--- src/rtl/lii_pkg.sv ---
// Shared LII link definitions: ID width, default packing width and
// the lane-count width helper used by the packer and its output register.
package lii_pkg;

   localparam int LII_ID_W       = 8;
   localparam int LII_PW_DEFAULT = 1024;

   // nlanes must be able to hold the value K itself, hence K+1.
   function automatic int lane_cnt_w(input int k);
      return $clog2(k + 1);
   endfunction

endpackage

--- src/rtl/lii_out_reg.sv ---
// One-deep valid/ready output register. A new beat may be loaded in the
// same cycle the held beat drains, so full throughput needs no bubble.
module lii_out_reg
   import lii_pkg::*;
#(
   parameter int PW  = LII_PW_DEFAULT,
   parameter int NLW = 3
) (
   input  logic            clk,
   input  logic            rst,
   input  logic            load,
   input  logic [PW-1:0]   load_data,
   input  logic [NLW-1:0]  load_nlanes,
   input  logic            tready,
   output logic            tvalid,
   output logic [PW-1:0]   tdata,
   output logic [NLW-1:0]  nlanes,
   output logic            free
);

   assign free = !tvalid | tready;

   // The caller only raises load when free is high.
   always_ff @(posedge clk) begin
      if (rst) begin
         tvalid <= 1'b0;
         tdata  <= '0;
         nlanes <= '0;
      end else if (load) begin
         tvalid <= 1'b1;
         tdata  <= load_data;
         nlanes <= load_nlanes;
      end else if (tready) begin
         tvalid <= 1'b0;
      end
   end

endmodule

--- src/rtl/lii_tx_packer.sv ---
// Transmit-side LII packer: gathers DW-bit kernel words into PW-bit beats,
// with an explicit flush that emits a zero-padded partial beat.
module lii_tx_packer
   import lii_pkg::*;
#(
   parameter int                   DW     = 256,
   parameter int                   PW     = LII_PW_DEFAULT,
   parameter logic [LII_ID_W-1:0]  SRC_ID = 8'h00,
   parameter logic [LII_ID_W-1:0]  DST_ID = 8'h00
) (
   input  logic                              aclk,
   input  logic                              arst,
   input  logic [DW-1:0]                     s_tdata,
   input  logic                              s_tvalid,
   output logic                              s_tready,
   input  logic                              flush,
   output logic [PW-1:0]                     lii_out_p0_tdata,
   output logic                              lii_out_p0_tvalid,
   input  logic                              lii_out_p0_tready,
   output logic [LII_ID_W-1:0]               lii_out_p0_src,
   output logic [LII_ID_W-1:0]               lii_out_p0_dst,
   output logic [lane_cnt_w(PW/DW)-1:0]      lii_out_p0_nlanes,
   output logic                              ce
);

   localparam int K   = PW / DW;
   localparam int NLW = lane_cnt_w(K);
   localparam int CW  = $clog2(K);
   localparam logic [CW-1:0] LAST = CW'(K - 1);

   logic [CW-1:0]  cnt;
   logic [PW-1:0]  acc;
   logic           flush_pend;

   logic           out_free;
   logic           accept;
   logic           full_load;
   logic           flush_load;
   logic           load;
   logic [PW-1:0]  beat_data;
   logic [NLW-1:0] beat_nlanes;

   // out_free depends on tready combinationally, so s_tready does too.
   assign s_tready   = !flush_pend & ((cnt != LAST) | out_free);
   assign ce         = s_tready;
   assign accept     = s_tvalid & s_tready;
   assign full_load  = accept & (cnt == LAST);
   assign flush_load = flush_pend & (cnt != '0) & out_free;
   assign load       = full_load | flush_load;

   assign lii_out_p0_src = SRC_ID;
   assign lii_out_p0_dst = DST_ID;

   always_comb begin
      beat_data   = acc;
      beat_nlanes = NLW'(cnt);
      if (full_load) begin
         beat_data   = {s_tdata, acc[(K-1)*DW-1:0]};
         beat_nlanes = NLW'(K);
      end
   end

   always_ff @(posedge aclk) begin
      if (arst) begin
         cnt        <= '0;
         acc        <= '0;
         flush_pend <= 1'b0;
      end else if (flush_pend) begin
         // s_tready is low here, so no word can race the flush.
         if (cnt == '0) begin
            flush_pend <= 1'b0;
         end else if (out_free) begin
            acc        <= '0;
            cnt        <= '0;
            flush_pend <= 1'b0;
         end
      end else begin
         if (accept) begin
            if (cnt == LAST) begin
               acc <= '0;
               cnt <= '0;
            end else begin
               for (int i = 0; i < K; i++) begin
                  if (cnt == CW'(i)) acc[i*DW +: DW] <= s_tdata;
               end
               cnt <= cnt + CW'(1);
            end
         end
         // A flush arriving with the completing word is absorbed by that beat.
         if (flush && !full_load) flush_pend <= 1'b1;
      end
   end

   lii_out_reg #(
      .PW  (PW),
      .NLW (NLW)
   ) u_out_reg (
      .clk         (aclk),
      .rst         (arst),
      .load        (load),
      .load_data   (beat_data),
      .load_nlanes (beat_nlanes),
      .tready      (lii_out_p0_tready),
      .tvalid      (lii_out_p0_tvalid),
      .tdata       (lii_out_p0_tdata),
      .nlanes      (lii_out_p0_nlanes),
      .free        (out_free)
   );

`ifndef SYNTHESIS
   a_tdata_stable : assert property (@(posedge aclk) disable iff (arst)
      (s_tvalid && !s_tready) |=> $stable(s_tdata))
      else $error("s_tdata changed while stalled");
`endif

endmodule
--- config.mk ---
export PLATFORM = sky130hd
export DESIGN_NAME = lii_tx_packer
export DESIGN_NICKNAME = d
export VERILOG_FILES = /design/src/rtl/lii_pkg.sv /design/src/rtl/lii_out_reg.sv /design/src/rtl/lii_tx_packer.sv
export SDC_FILE = /design/constraint.sdc
export NUM_CORES = 2
export LEC_CHECK = 0
export BUFFER_PORTS_ARGS = -buffer_cell sky130_fd_sc_hd__buf_2
export CAP_MARGIN = 20
export CELL_PAD_IN_SITES_DETAIL_PLACEMENT = 1
export CELL_PAD_IN_SITES_GLOBAL_PLACEMENT = 2
export CORE_AREA = 2 2 506 508
export DETAILED_ROUTE_END_ITERATION = 8
export DIE_AREA = 0 0 508 510
export PLACE_DENSITY_LB_ADDON = 0.12
export SYNTH_ARGS = -nofsm -noshare
export SYNTH_HDL_FRONTEND = slang
export SYNTH_SLANG_ARGS = --single-unit
--- constraint.sdc ---
create_clock -name aclk -period 1.96 [get_ports aclk]
set_clock_uncertainty 0.1 [all_clocks]
set_input_delay 0.392 -clock aclk [delete_from_list [all_inputs] [get_ports aclk]]
set_output_delay 0.392 -clock aclk [all_outputs]
set_load 0.02 [all_outputs]
### Word level (Yosys, flattened, before mapping)

Cells that the tools add are included.

| word-level totals | value |
|---|---|
| output and inout port bits | 1,046 |
| flip-flop bits (word level) | 2,055 |
| memory bits (read-only) | 0 |
| word-level logic and storage cells | 62 |
| latch bits | 0 |
| RAM bits | 0 |
| memories kept | 0 |
| input bits | 261 |

| operators by class | value |
|---|---|
| order comparisons | 0 |
| eq/ne operators | 6 |
| mux-type cells | 21 |
| bitwise logic cells | 8 |
| add/subtract/negate cells | 1 |
| shifts and indexed selects | 0 |
| multipliers | 0 |
| divide/modulo/power cells | 0 |
| reductions and logical operators | 17 |

Operator list:

| cell | count |
|---|---|
| 1024-bit two-way mux | 6 |
| 256-bit two-way mux | 3 |
| 4-bit AND reduction | 4 |
| 2-bit two-way mux | 5 |
| 3-bit nonzero test | 3 |
| 2-bit nonzero test | 4 |
| 1-bit two-way mux | 6 |
| 1-bit AND | 5 |
| 2-bit == test (second input constant) | 2 |
| 2-bit inequality test (second input constant) | 2 |
| 1-bit logical NOT | 3 |
| 3-bit two-way mux | 1 |
| 1-bit bitwise OR | 3 |
| 3-bit AND reduction | 1 |
| 2-bit by 1-bit adder with 2-bit output (second input constant) | 1 |
| 2-bit by 1-bit == test with 1-bit output (second input constant) | 1 |
| 2-bit logical NOT | 1 |
| 2-bit by 1-bit inequality test with 1-bit output (second input constant) | 1 |
| 1-bit logical AND | 1 |

### Depth between registers and ports, before layout

| depth | value |
|---|---|
| word-level depth | 10 |
| depth in mapped cells | 11 |
| gate-level depth less buffers | 6 |

### Cells and area by module

Synthesis repeated with hierarchy kept, for this count alone.

| second synthesis, totals | value |
|---|---|
| cells, all modules | 7,037 |
| area total of the unflattened synthesis | 69,969.6 µm² |

By module, submodules not included:

| module | cells an instance | times used | area each (µm²) | sequential area each (µm²) |
|---|---|---|---|---|
| lii_out_reg | 3,314 | 1 | 37,323.3 | 20,579.7 |
| lii_tx_packer | 3,723 | 1 | 32,646.3 | 15,434.8 |

### Worst setup path after synthesis

Ideal clock, no wire load.

| path | value |
|---|---|
| kind | flip-flop to flip-flop |
| start point | register cnt[0] |
| end point | register acc[421] |
| data required time | 1.723 ns |
| period minus slack after synthesis | 2.044 ns |
| setup time | 0.137 ns |
| arrival time | 1.807 ns |
| cell stages (with the launch flop) | 9 |
| buffers on the path | 3 |
| path slack | -0.084 ns |
| cell sequence | dfxtp_1 > inv_1 > ha_1 > and2b_1 > a32o_1 > buf_6 > buf_6 > clkbuf_1 > o21ai_2 |

| on the way | value |
|---|---|
| word-level cells in the longest chain between the ends | 6 |
| elaborated cells between the ends (all ways) | 14 |
| classes of those cells | eq/ne: 4; mux: 3; bitwise: 3; reduce/logical: 4 |

Ends and longest elaborated chain:

| what | line | text |
|---|---|---|
| start, declared | lii_tx_packer.sv:31 | `logic [CW-1:0] cnt;` |
| start signal, assigned | lii_tx_packer.sv:86 | `cnt <= cnt + CW'(1);` |
| 2-bit inequality test | lii_tx_packer.sv:44 | `assign s_tready = !flush_pend & ((cnt != LAST) \| out_free);` |
| 1-bit bitwise OR | lii_tx_packer.sv:44 |  |
| 1-bit AND | lii_tx_packer.sv:44 |  |
| 1-bit AND | lii_tx_packer.sv:46 | `assign accept = s_tvalid & s_tready;` |
| 2-bit nonzero test (no source line) | - |  |
| 4-bit AND reduction (no source line) | - |  |
| end signal, assigned by index | lii_tx_packer.sv:84 | `if (cnt == CW'(i)) acc[i*DW +: DW] <= s_tdata;` |
| end, declared | lii_tx_packer.sv:32 | `logic [PW-1:0] acc;` |

Several ways; a longest one is shown, not always the timed one. The select of a mux whose other input is x is not followed.
A chain may end at the register's enable or synchronous reset.

### Worst setup path in the final report

| path | value |
|---|---|
| start point | register cnt[1] |
| end point | register acc[159] |

The elaborated chain is that of the path after synthesis.

==> results_dict.tcl <==
set metrics [dict create \
    status "finished, violations left" \
    failed_checks "negative setup slack" \
    yosys.cell_types.count 36 \
    drc 0 \
    clk_latency_ps 880 \
    synth-compound-area-share 0.201 \
    grt_pass1_vias 53100 \
    start_kind "flip-flop" \
    die_w_um 508 \
    syn_inst 6247 \
    yosys.area_share.simple 0.148 \
    yosys_warnings 0 \
    die_y_um 510 \
    dp_hpwl_um 199000 \
    yosysSeqAreaShare 0.603 \
    power_frac_comb 0.109 \
    pre_cts_slack_ps -368 \
    synth_area_per_cell_um2 9.56 \
    synthMuxAreaShare 0 \
    crit_top_cell "buf_6" \
    cp_cell_sequence "buf_4, inv_4, ha_4, nand2b_4, a21oi_4, buf_6, a211oi_4, buf_6, buf_16, buf_12, clkbuf_16, a22o_1" \
    netSwitchingPower_w 0.0228 \
    grt_first_pass_wirelength_um 405000 \
    p_leak_nw 35.5 \
    clock.fmax_ghz 0.428 \
    cts_tree "done" \
    grt_overflow 0 \
    initial_core_util 0.236 \
    crit_slowest_cell "dfxtp_4" \
    p_per_area_nw_per_um2 1020 \
    syn_to_final_growth_pct 45.0 \
    peakVddDrop_mv 0.928 \
    post_drt_wl_per_cell_um 25.5 \
    die_area_um2 259000 \
    clk_pin_slew_ps 60 \
    rows 185 \
    core_area_um2 253000 \
    drv_slew 0 \
    path_class "flip-flop to flip-flop" \
    io_buffers 1290 \
    drt-total-wl_um 295000 \
    synth_fa_ha_area_frac 0.000629 \
    clock-sinks 1799 \
    fillers 28700 \
    synth_xor_area_frac 0 \
    end_kind "flip-flop" \
    cap_viol_max_count 0 \
    gp_congestion 0.797 \
    htreeDepth 4 \
    ys_ff_latch 1799 \
    drtIter0Drc 2647 \
    worst_slack_ps -379 \
    vias 53200 \
    swShare 0.259 \
    slowest_delay_ps 350 \
    synth_top_area_frac 0.603 \
    finalHoldViolCount 0 \
    numCtsBuffers 210 \
    worstMarginPinSlew_ps 701 \
    seqPwrFrac 0.435 \
    synthTopCellsByArea "dfxtp_1 60%, a22o_1 11%, nand2_1 9.7%" \
    required_ps 2620 \
    max-slew-margin-rel 0.533 \
    rsz0062_at_grt "yes" \
    holdWs_ps 176 \
    hold_path_class "input port to flip-flop" \
    track_usage 0.214 \
    grt_max_degree 111 \
    yosysTopAreaCell "dfxtp_1" \
    drive_gt1_frac 0.271 \
    utilization 0.342 \
    root_buffer "clkbuf_16" \
    min_period_over_period 1.19 \
    first_pass_iters 5 \
    power.total_w 0.0881 \
    antenna_left 0 \
    critPathMaxFanout 6 \
    intPower_w 0.0652 \
    antenna_found_initial 24 \
    syn-cell-area_um2 59700 \
    nets 8253 \
    timing.critical_path.arrival_ps 3000 \
    critical_path_buf_inv_count 7 \
    clockBufferDepth 3 \
    p_clk_frac 0.455 \
    period_needed_ps 2340 \
    viasPerCell 4.61 \
    synth_top_family_by_area "compound AO/OA/AOI/OAI gates" \
    cp_top_family "buffers and inverters" \
    io_pins 1307 \
    setup_viol 1880 \
]
Yosys cell counts (all sizes together):
master     n
a211oi     1
a21o       1
a21oi    775
a22o     768
a31oi      1
a32o       1
a32oi      1
and2b      2
buf      355
clkbuf   203
conb       1
dfxtp   1799
ha         3
inv        3
nand2   1537
nand2b   259
nand3    257
nand3b     2
nor2       6
nor2b      1
nor3       6
nor3b      1
nor4b      2
o21ai    259
o41ai      2
or3        1
final timing paths:
path,end,depth (start not counted),startpoint,slack (ps)
max,acc[159],12,cnt[1],-380
min,flush_pend,6,lii_out_p0_tready,180
max reg2reg,acc[159],12,cnt[1],-380
min reg2reg,u_out_reg.tdata[327],2,acc[327],290
layout make-up:
type | count | area, µm² | share of cell area
clock buffer | 344 | 6400 | 0.0739
multi-input combinational | 3902 | 21300 | 0.246
inverter | 3 | 13.8 | 0.000159
antenna | 9 | 22.5 | 0.000260
tap | 3366 | 4210 | 0.0487
timing repair buffer | 2073 | 17900 | 0.207
clock inverter | 43 | 707 | 0.00817
sequential | 1799 | 36000 | 0.416
sequential cells by signal, summed over array words and instances, names as in the netlist:
name and flops:
u_out_reg.tvalid 1, acc 768, flush_pend 1, u_out_reg.nlanes 3, cnt 2, u_out_reg.tdata 1024
cells by family (layout without fill, tap and decap cells):
| logic type | after synthesis | count (layout) |
|---|---|---|
| AND/OR/NAND/NOR | 2074 | 2074 |
| AO/OA/AOI/OAI | 1809 | 1809 |
| flip-flops | 1799 | 1799 |
| buffers and inverters | 561 | 2463 |
| adder cells (fa/ha/maj) | 3 | 3 |
| other | 1 | 25 |
per-layer routing:
| metal | routed length, µm | up-vias | GRT usage |
|---|---|---|---|
| li1 | - | 25000 | - |
| met1 | 128000 | 26500 | 0.270 |
| met2 | 139000 | 1338 | 0.358 |
| met3 | 18100 | 325 | 0.0539 |
| met4 | 8650 | 8 | 0.0616 |
| met5 | 55 | - | 0 |
power groups by stage:
stage	sequential, W	combinational (W)	clock (W)
after floorplan	0.0391	0.00324	0
after global placement	0.0391	0.00718	0
after global routing	0.0385	0.0102	0.0428
final	0.0383	0.00963	0.0401
after CTS	0.0383	0.00918	0.0413
after detailed placement	0.0391	0.00721	0
cells in the final DEF (no fill, tap or decap), types with 85 or more instances in the layout:
master	n
dfxtp_1	1795
nand2b_1	257
a22o_1	768
clkbuf_16	244
o21ai_1	164
buf_4	182
buf_2	1286
buf_12	157
dlygate4sd3_1	260
nand3_1	257
buf_16	85
a21oi_1	747
nand2_1	1519
worst reg2reg max path, stage by stage (launching register included):
cell and delay [ps]:
dfxtp_4 350, buf_4 120, inv_4 40, ha_4 150
nand2b_4 160, a21oi_4 250, buf_6 140, a211oi_4 40
buf_6 160, buf_16 170, buf_12 180, clkbuf_16 170
a22o_1 220
timing repair:
item                                    in CTS  in global routing
gates resized for setup                    181                106
buffers inserted                            76                 37
cloned                                      64                 38
pin swaps                                   32                 14
endpoints found under the setup margin    2436               2487
endpoints found under the hold margin     1038                  0
hold buffers                               260                  0
metrics by stage:
| stage | area, µm² | setup TNS, ps | std cells |
|---|---|---|---|
| floorplan | 59800 | 0 | 6262 |
| global placement | 72000 | -311830 | 10700 |
| detailed placement | 72000 | -335930 | 10700 |
| CTS | 85100 | -429240 | 11500 |
| global route | 86600 | -557100 | 11500 |
| finish | 86600 | -402560 | 11500 |
Power figures use the tool's default switching activity.
